==> src/rtl/uart_rx_param.sv <==
// Parametrised UART receiver: 2-flop synchroniser, free-running tick divider,
// 3-sample majority vote per bit, frame/parity/overrun flags and a valid/ready output.

module uart_rx_param #(
  parameter int unsigned CLK_FREQ   = 100_000_000,
  parameter int unsigned BAUD       = 115200,
  parameter int unsigned OVERSAMPLE = 16,
  parameter int unsigned DATA_BITS  = 8,
  parameter int unsigned PARITY     = 0,
  parameter int unsigned STOP_BITS  = 1
) (
  input  logic                 CLK100MHZ,
  input  logic                 reset,
  input  logic                 RXD,
  output logic [DATA_BITS-1:0] data,
  output logic                 valid,
  input  logic                 ready,
  output logic                 frame_err,
  output logic                 parity_err,
  output logic                 overrun,
  output logic                 busy
);

  localparam int unsigned DIV   = (CLK_FREQ + (BAUD * OVERSAMPLE) / 2) / (BAUD * OVERSAMPLE);
  localparam int unsigned HALF  = OVERSAMPLE / 2;
  localparam int unsigned CNT_W = (DIV > 1) ? $clog2(DIV) : 1;
  localparam int unsigned SMP_W = $clog2(OVERSAMPLE);
  localparam int unsigned IDX_W = $clog2(DATA_BITS);

  typedef enum logic [2:0] {
    S_IDLE,
    S_START,
    S_DATA,
    S_PARITY,
    S_STOP
  } state_t;

  state_t               state_q, state_d;
  logic                 sync1_q, sync1_d;
  logic                 sync2_q, sync2_d;
  logic [CNT_W-1:0]     tick_cnt_q, tick_cnt_d;
  logic [SMP_W-1:0]     smp_q, smp_d;
  logic [IDX_W-1:0]     idx_q, idx_d;
  logic                 stop_idx_q, stop_idx_d;
  logic [1:0]           vote_q, vote_d;
  logic [DATA_BITS-1:0] shreg_q, shreg_d;
  logic                 perr_q, perr_d;
  logic                 ferr_q, ferr_d;
  logic                 wait_high_q, wait_high_d;
  logic [DATA_BITS-1:0] data_q, data_d;
  logic                 valid_q, valid_d;
  logic                 frame_err_q, frame_err_d;
  logic                 parity_err_q, parity_err_d;
  logic                 overrun_q, overrun_d;

  logic             rxs;
  logic             tick;
  logic [SMP_W-1:0] cnt;
  logic             maj;
  logic             at_sample;
  logic             at_end;
  logic             par_exp;
  logic             complete;

  assign rxs       = sync2_q;
  assign tick      = (tick_cnt_q == CNT_W'(DIV - 1));
  // cnt is the sample index this tick represents; the start-detect tick is index 0
  assign cnt       = (smp_q == SMP_W'(OVERSAMPLE - 1)) ? '0 : smp_q + 1'b1;
  assign maj       = (vote_q[1] & vote_q[0]) | (vote_q[1] & rxs) | (vote_q[0] & rxs);
  assign at_sample = tick && (cnt == SMP_W'(HALF + 1));
  assign at_end    = tick && (cnt == SMP_W'(OVERSAMPLE - 1));
  assign par_exp   = (PARITY == 2) ? ~(^shreg_q) : ^shreg_q;

  always_comb begin
    sync1_d      = RXD;
    sync2_d      = sync1_q;
    tick_cnt_d   = tick ? '0 : tick_cnt_q + 1'b1;
    state_d      = state_q;
    smp_d        = smp_q;
    idx_d        = idx_q;
    stop_idx_d   = stop_idx_q;
    vote_d       = vote_q;
    shreg_d      = shreg_q;
    perr_d       = perr_q;
    ferr_d       = ferr_q;
    wait_high_d  = wait_high_q & ~rxs;
    data_d       = data_q;
    frame_err_d  = frame_err_q;
    parity_err_d = parity_err_q;
    valid_d      = valid_q & ~ready;
    overrun_d    = overrun_q & ~(valid_q & ready);
    complete     = 1'b0;

    if (state_q != S_IDLE && tick) begin
      smp_d = cnt;
      if (cnt == SMP_W'(HALF - 1)) vote_d[1] = rxs;
      if (cnt == SMP_W'(HALF))     vote_d[0] = rxs;
    end

    case (state_q)
      S_IDLE: begin
        if (tick && !rxs && !wait_high_q) begin
          state_d    = S_START;
          smp_d      = '0;
          idx_d      = '0;
          stop_idx_d = 1'b0;
          vote_d     = '1;
          perr_d     = 1'b0;
          ferr_d     = 1'b0;
        end
      end
      S_START: begin
        if (at_sample && maj) state_d = S_IDLE;
        else if (at_end)      state_d = S_DATA;
      end
      S_DATA: begin
        if (at_sample) begin
          for (int unsigned i = 0; i < DATA_BITS; i++) begin
            if (idx_q == IDX_W'(i)) shreg_d[i] = maj;
          end
        end
        if (at_end) begin
          if (idx_q == IDX_W'(DATA_BITS - 1)) state_d = (PARITY != 0) ? S_PARITY : S_STOP;
          else                                idx_d   = idx_q + 1'b1;
        end
      end
      S_PARITY: begin
        if (at_sample && (maj != par_exp)) perr_d = 1'b1;
        if (at_end) state_d = S_STOP;
      end
      S_STOP: begin
        // the final stop bit ends the frame at its sample point, not at bit end
        if (at_sample) begin
          if (!maj) ferr_d = 1'b1;
          if (stop_idx_q == 1'(STOP_BITS - 1)) begin
            complete = 1'b1;
            state_d  = S_IDLE;
          end
        end else if (at_end) begin
          stop_idx_d = stop_idx_q + 1'b1;
        end
      end
      default: state_d = S_IDLE;
    endcase

    // a held-low line must be seen high again before the next start is armed
    if (complete) begin
      wait_high_d = 1'b1;
      if (!valid_q || ready) begin
        data_d       = shreg_q;
        frame_err_d  = ferr_q | ~maj;
        parity_err_d = perr_q;
        valid_d      = 1'b1;
      end else begin
        overrun_d = 1'b1;
      end
    end
  end

  always_ff @(posedge CLK100MHZ or posedge reset) begin
    if (reset) begin
      state_q      <= S_IDLE;
      sync1_q      <= 1'b1;
      sync2_q      <= 1'b1;
      tick_cnt_q   <= '0;
      smp_q        <= '0;
      idx_q        <= '0;
      stop_idx_q   <= 1'b0;
      vote_q       <= '1;
      shreg_q      <= '0;
      perr_q       <= 1'b0;
      ferr_q       <= 1'b0;
      wait_high_q  <= 1'b0;
      data_q       <= '0;
      valid_q      <= 1'b0;
      frame_err_q  <= 1'b0;
      parity_err_q <= 1'b0;
      overrun_q    <= 1'b0;
    end else begin
      state_q      <= state_d;
      sync1_q      <= sync1_d;
      sync2_q      <= sync2_d;
      tick_cnt_q   <= tick_cnt_d;
      smp_q        <= smp_d;
      idx_q        <= idx_d;
      stop_idx_q   <= stop_idx_d;
      vote_q       <= vote_d;
      shreg_q      <= shreg_d;
      perr_q       <= perr_d;
      ferr_q       <= ferr_d;
      wait_high_q  <= wait_high_d;
      data_q       <= data_d;
      valid_q      <= valid_d;
      frame_err_q  <= frame_err_d;
      parity_err_q <= parity_err_d;
      overrun_q    <= overrun_d;
    end
  end

  assign data       = data_q;
  assign valid      = valid_q;
  assign frame_err  = frame_err_q;
  assign parity_err = parity_err_q;
  assign overrun    = overrun_q;
  assign busy       = (state_q != S_IDLE);

endmodule

==> config.mk <==
export PLATFORM = sky130hd
export DESIGN_NAME = uart_rx_param
export DESIGN_NICKNAME = d
export VERILOG_FILES = /design/src/rtl/uart_rx_param.sv
export SDC_FILE = /design/constraint.sdc
export NUM_CORES = 1
export LEC_CHECK = 0
export CELL_PAD_IN_SITES_DETAIL_PLACEMENT = 2
export CELL_PAD_IN_SITES_GLOBAL_PLACEMENT = 2
export CORE_UTILIZATION = 36
export CTS_BUF_LIST = sky130_fd_sc_hd__clkbuf_2 sky130_fd_sc_hd__clkbuf_4 sky130_fd_sc_hd__clkbuf_8
export DETAILED_ROUTE_END_ITERATION = 8
export HOLD_SLACK_MARGIN = 0.08
export PLACE_DENSITY_LB_ADDON = 0.12
export REMOVE_ABC_BUFFERS = 1
export SETUP_SLACK_MARGIN = 0.3
export SLEW_MARGIN = 15
export SYNTH_ARGS = -nofsm -noshare
export SYNTH_HDL_FRONTEND = slang
export SYNTH_SLANG_ARGS = --single-unit
==> constraint.sdc <==
create_clock -name CLK100MHZ -period 1.9 [get_ports CLK100MHZ]
set_input_delay 0.57 -clock CLK100MHZ [delete_from_list [all_inputs] [get_ports CLK100MHZ]]
set_output_delay 0.57 -clock CLK100MHZ [all_outputs]
set_load 0.02 [all_outputs]
# Word-level counts from Yosys, hierarchy flattened

Cells that the tools add are included.

Add/sub/neg operators: 4
Eq/ne operators: 30
Multiplexer cells: 40
Bitwise gates (word level): 14
Reductions and logical operators: 32

Operators with widths:

| operator                                       | number |
|---|---|
| two-way mux 3 bit                              | 11 |
| AND reduction 3 bit                            | 9 |
| inequality test 2 bit (second input constant)  | 11 |
| == test 4 bit (second input constant)          | 4 |
| two-way mux 1 bit                              | 16 |
| two-way mux 4 bit                              | 4 |
| == test 3 bit (second input constant)          | 5 |
| case mux 3 bit (5 select lines)                | 1 |
| == test 3 x 2 -> 1 bit (second input constant) | 4 |
| AND reduction 4 bit                            | 3 |
| XOR reduction 8 bit                            | 1 |
| AND 1 bit                                      | 7 |
| logical AND 1 bit                              | 7 |
| AND reduction 7 bit                            | 1 |
| adder 6 x 1 -> 6 bit (second input constant)   | 1 |
| == test 3 x 1 -> 1 bit (second input constant) | 2 |
| == test 6 bit (second input constant)          | 1 |
| zero test 3 bit                                | 2 |
| two-way mux 2 bit                              | 3 |
| two-way mux 6 bit                              | 1 |
| case mux 1 bit (2 select lines)                | 3 |
| case mux 3 bit (2 select lines)                | 1 |
| nonzero test 2 bit                             | 3 |
| adder 4 x 1 -> 4 bit (second input constant)   | 1 |
| 11 further kinds                               | 18 |

Register bits: 44
Input bits: 4
Output and inout port bits: 13
Logic and storage cells: 144

# Logic depth before layout (Yosys ltp)

Word-level depth: 7
Depth in mapped cells: 8
Mapped depth without buffers: 6

# Least setup slack after synthesis

No wires, ideal clock.

Path kind: register to register
Start: register smp_q[0]
End: register data_q[0], in the netlist data[0]
Library setup time: 125 ps
Arrival time: 1,823 ps
Data required time: 1,775 ps
Path slack: -48 ps
Stages on the path, launching flop included: 8
Buffers on the path: 1
Period minus slack after synthesis: 1,948 ps
Path through: dfrtp_1 ha_1 buf_2 a21oi_2 o2bb2ai_4 nor4_4 nand2_4 mux2_2

Longest elaborated chain between the ends: 7
Elaborated cells between the ends (all ways): 8
Those cells by class: 1 x add/sub; 2 x eq/ne; 3 x mux; 2 x reduce/logical

Ends and longest elaborated chain:

| element                                               | line | text |
|---|---|---|
| from (decl)                                           | 42   | `logic [SMP_W-1:0] smp_q, smp_d;` |
| from (signal assigned)                                | 184  | `smp_q <= smp_d;` |
| adder 4 x 1 -> 4 bit or == test 4 bit (tied branches) | 68   | `assign cnt = (smp_q == SMP_W'(OVERSAMPLE - 1)) ? '0 : smp_q + 1'b1;` |
| two-way mux 4 bit *                                   | 68   |  |
| == test 4 bit *                                       | 70   | `assign at_sample = tick && (cnt == SMP_W'(HALF + 1));` |
| logical AND 1 bit *                                   | 70   |  |
| two-way mux 1 bit *                                   | 133  | `if (at_sample) begin` |
| two-way mux 1 bit *                                   | 100  | `case (state_q)` |
| AND reduction 2 bit (no line) *                       | n/a  |  |
| to (signal assigned)                                  | 192  | `data_q <= data_d;` |
| to (decl)                                             | 50   | `logic [DATA_BITS-1:0] data_q, data_d;` |

Every way passes the cells marked *; elsewhere a longest branch is shown, timed or not.
A chain may end at the register's enable or synchronous reset.

# Worst setup path after layout

Start: register smp_q[0]
End: register data_q[1], in the netlist data[1]

The elaborated chain is that of the path after synthesis.

==> results_dict.tcl <==
set metrics [dict create \
    status "complete, but fails checks" \
    violations "setup timing" \
    fillers 619 \
    finalPower_mw 1.592 \
    rsz0062_at_grt "true" \
    drtAntennaViolNets 0 \
    p_sw_share_pct 23.29 \
    setup_tns_ns -0.1995 \
    htree_levels 2 \
    drt_pass1_iterations 4 \
    grt_max_degree 45 \
    grt_overflow_total 0 \
    holdBufCountCts 0 \
    p_sw_mw 0.3707 \
    cap_viol_max_count 0 \
    wirelength_um 8651 \
    die_h_um 83.37 \
    slew_headroom_pct 73.05 \
    die_area_um2 6951 \
    clkSinkCount 44 \
    start_util_pct 37.32 \
    grt_pass1_vias 2293 \
    syn_area_um2 2384 \
    cts_tree "built" \
    antennaDiodeCount 0 \
    placed_cell_area_um2 2848 \
    areaGrowthSynthToFinish_pct 48.08 \
    drive_gt1_share_pct 50.87 \
    gp_congestion 0.8485 \
    cp_data_arrival_time_ns 2.13 \
    syn_inst 218 \
    antenna_found_initial 0 \
    r2r_start "smp_q[0]" \
    finalHoldViolCount 0 \
    port_buffers 16 \
    final_cell_mix "43 x buf_4, 38 x dfrtp_1, 18 x nor2_1" \
    power_density_nw_per_um2 451.0 \
    startpoint "smp_q[0]" \
    gr-usage-all-layers_pct 23.24 \
    fin_crit_ns 1.931 \
    vias_per_cell 5.530 \
    dp_hpwl_um 4795 \
    design.core.area_um2 6386 \
    p_leak_nw 1.545 \
    crit_type "reg -> reg" \
    path_clk_slew_ns 0.08 \
    maxSlewViolCount 0 \
    dr_wl_met3_um 210 \
    crit_required_ns 2.10 \
    holdCritStartpoint "sync1_q" \
    hp-class "reg -> reg" \
    p_seq_share_pct 59.4 \
    met1_length_um 3439 \
    vias 2013 \
    finalWorstSetupSlack_ns -0.03147 \
    synth_cell_types 53 \
    synth.area.top_cells "dfrtp_1 42%, mux2_2 9.0%, ha_1 6.3%" \
    p_int_mw 1.221 \
    dieWidth_um 83.37 \
    cts_root_buf "clkbuf_8" \
    p_comb_share_pct 2.7 \
    num_rows 29 \
    postSynthAreaPerCell_um2 10.93 \
    crit_fanout 5 \
    synth_edf_count 0 \
    startpoint_type "register" \
    ioPinCount 17 \
    top_layer "met4" \
    route.met2.wl_um 4727 \
    yosysTopAreaCellShare_pct 41.99 \
    ys_warn_count 0 \
    cts_buffers 5 \
    drcViolationCount 0 \
    final_common_cell "buf_4" \
    clock.fmax_ghz 0.5177 \
    cts_max_path_buffers 2 \
    synth_flop_cell "dfrtp_1" \
    worst_pin_slew_ns 0.4000 \
    final_nets 303 \
    finalCritPeriodShare_pct 101.7 \
    finalInstanceArea_um2 3530 \
    drtIter0Drc 44 \
    ys_seq_area_share_pct 46.40 \
    irDropWorstVdd_mv 0.3722 \
    async_flop_share_pct 100.0 \
    grt_pass1_wl_um 12440 \
    insertion_delay_ns 0.32 \
    synth_top_area_cell "dfrtp_1" \
    finalSetupViolCount 14 \
    finClkSkew_ns 0.009637 \
    clkPwrFrac_pct 37.9 \
    worst_setup_path_end_kind "register" \
    detail_route.wl_per_cell_um 23.77 \
    yosys_register_bits 44 \
]
[metal layers]
layer / global-route usage [%] / up-vias
met5: 0 / -
li1: - / 902
met3: 3.976 / 19
met4: 7.524 / 0
met1: 25.43 / 1049
met2: 44.86 / 43
[path summary, 6_finish.rpt]
kind | to | depth (start not counted) | slack [ns]
max | data[1] | 7 | -0.03
min | rxs | 0 | 0.36
max reg2reg | data[1] | 7 | -0.03
min reg2reg | rxs | 0 | 0.36
max in group asynchronous | sync1_q | 3 | 1.03
min in group asynchronous | frame_err | 3 | 0.60
[sequential cells by signal, indices dropped and copies added, names as in the netlist, 2 cells and up]
name / count
data: 8
idx_q: 3
shreg_q: 8
smp_q: 4
state_q: 3
tick_cnt_q: 6
vote_q: 2
[cell type report]
class                      instances  area [um^2]  share of cell area, %
clock buffer                       6        76.32                  2.162
clock inverter                     1        5.005                 0.1418
inverter                          10        40.04                  1.134
multi-input combinational        157         1607                  45.52
sequential                        44         1109                  31.41
tap                               77        96.34                  2.730
timing repair buffer              69        596.8                  16.91
[synth_stat cells, types with 3 or more instances]
| cell | instances |
|---|---|
| nor3_1 | 5 |
| inv_1 | 10 |
| a21oi_1 | 7 |
| mux2i_1 | 3 |
| nand2b_1 | 4 |
| xor2_1 | 4 |
| nand2_1 | 15 |
| buf_2 | 3 |
| dfrtp_1 | 40 |
| xnor2_1 | 9 |
| nor2_1 | 18 |
| nand3_1 | 17 |
| ha_1 | 12 |
| clkbuf_1 | 3 |
| dfstp_2 | 4 |
| and2_1 | 3 |
| mux2_2 | 19 |
[kinds of logic (layout without fill, tap and decap cells)]
logic type | after synthesis | after routing | synth area share, %
AO/OA/AOI/OAI | 25 | 25 | 8.242
multiplexers | 22 | 22 | 10.24
XOR/XNOR | 14 | 14 | 5.460
flip-flops | 44 | 44 | 46.40
buffers and inverters | 18 | 86 | 3.465
adder cells (fa/ha/maj) | 13 | 13 | 6.719
AND/OR/NAND/NOR | 82 | 83 | 19.48
[per-stage QoR]
stage | hold WS (ns) | cells | setup WS, ns | utilization (%)
6_report | 0.3597 | 364 | -0.03147 | 55.27
5_1_grt | 0.3661 | 364 | -0.07778 | 55.27
4_1_cts | 0.3629 | 352 | -0.006130 | 51.23
3_5_place_dp | 0.3499 | 335 | -0.1163 | 44.59
3_3_place_gp | 0.3460 | 335 | -0.03569 | 44.59
2_1_floorplan | 0.3452 | 210 | -0.01996 | -
[power by group through the flow]
| stage | logic [mW] | clock network [mW] | registers [mW] |
|---|---|---|---|
| after global routing | 0.0473 | 0.648 | 0.946 |
| after detailed placement | 0.0447 | 0 | 0.963 |
| after global placement | 0.0431 | 0 | 0.962 |
| after floorplan | 0.0174 | 0 | 0.964 |
| final | 0.0427 | 0.604 | 0.945 |
| after CTS | 0.0446 | 0.613 | 0.945 |
[critical path, stage by stage, from the launching register on]
cell and delay (ns):
dfrtp_1 0.43, ha_4 0.22, a21oi_4 0.18, o2bb2ai_4 0.15, nor4_4 0.28, buf_6 0.18
nand2_8 0.07, mux2_4 0.32
[timing repair]
action,CTS,global route
buffers inserted,9,12
endpoints found under the setup margin,55,45
resized for setup,78,42
gates cloned,1,0
pin swaps,15,18
No activity file was read; power rests on OpenSTA's default activity.
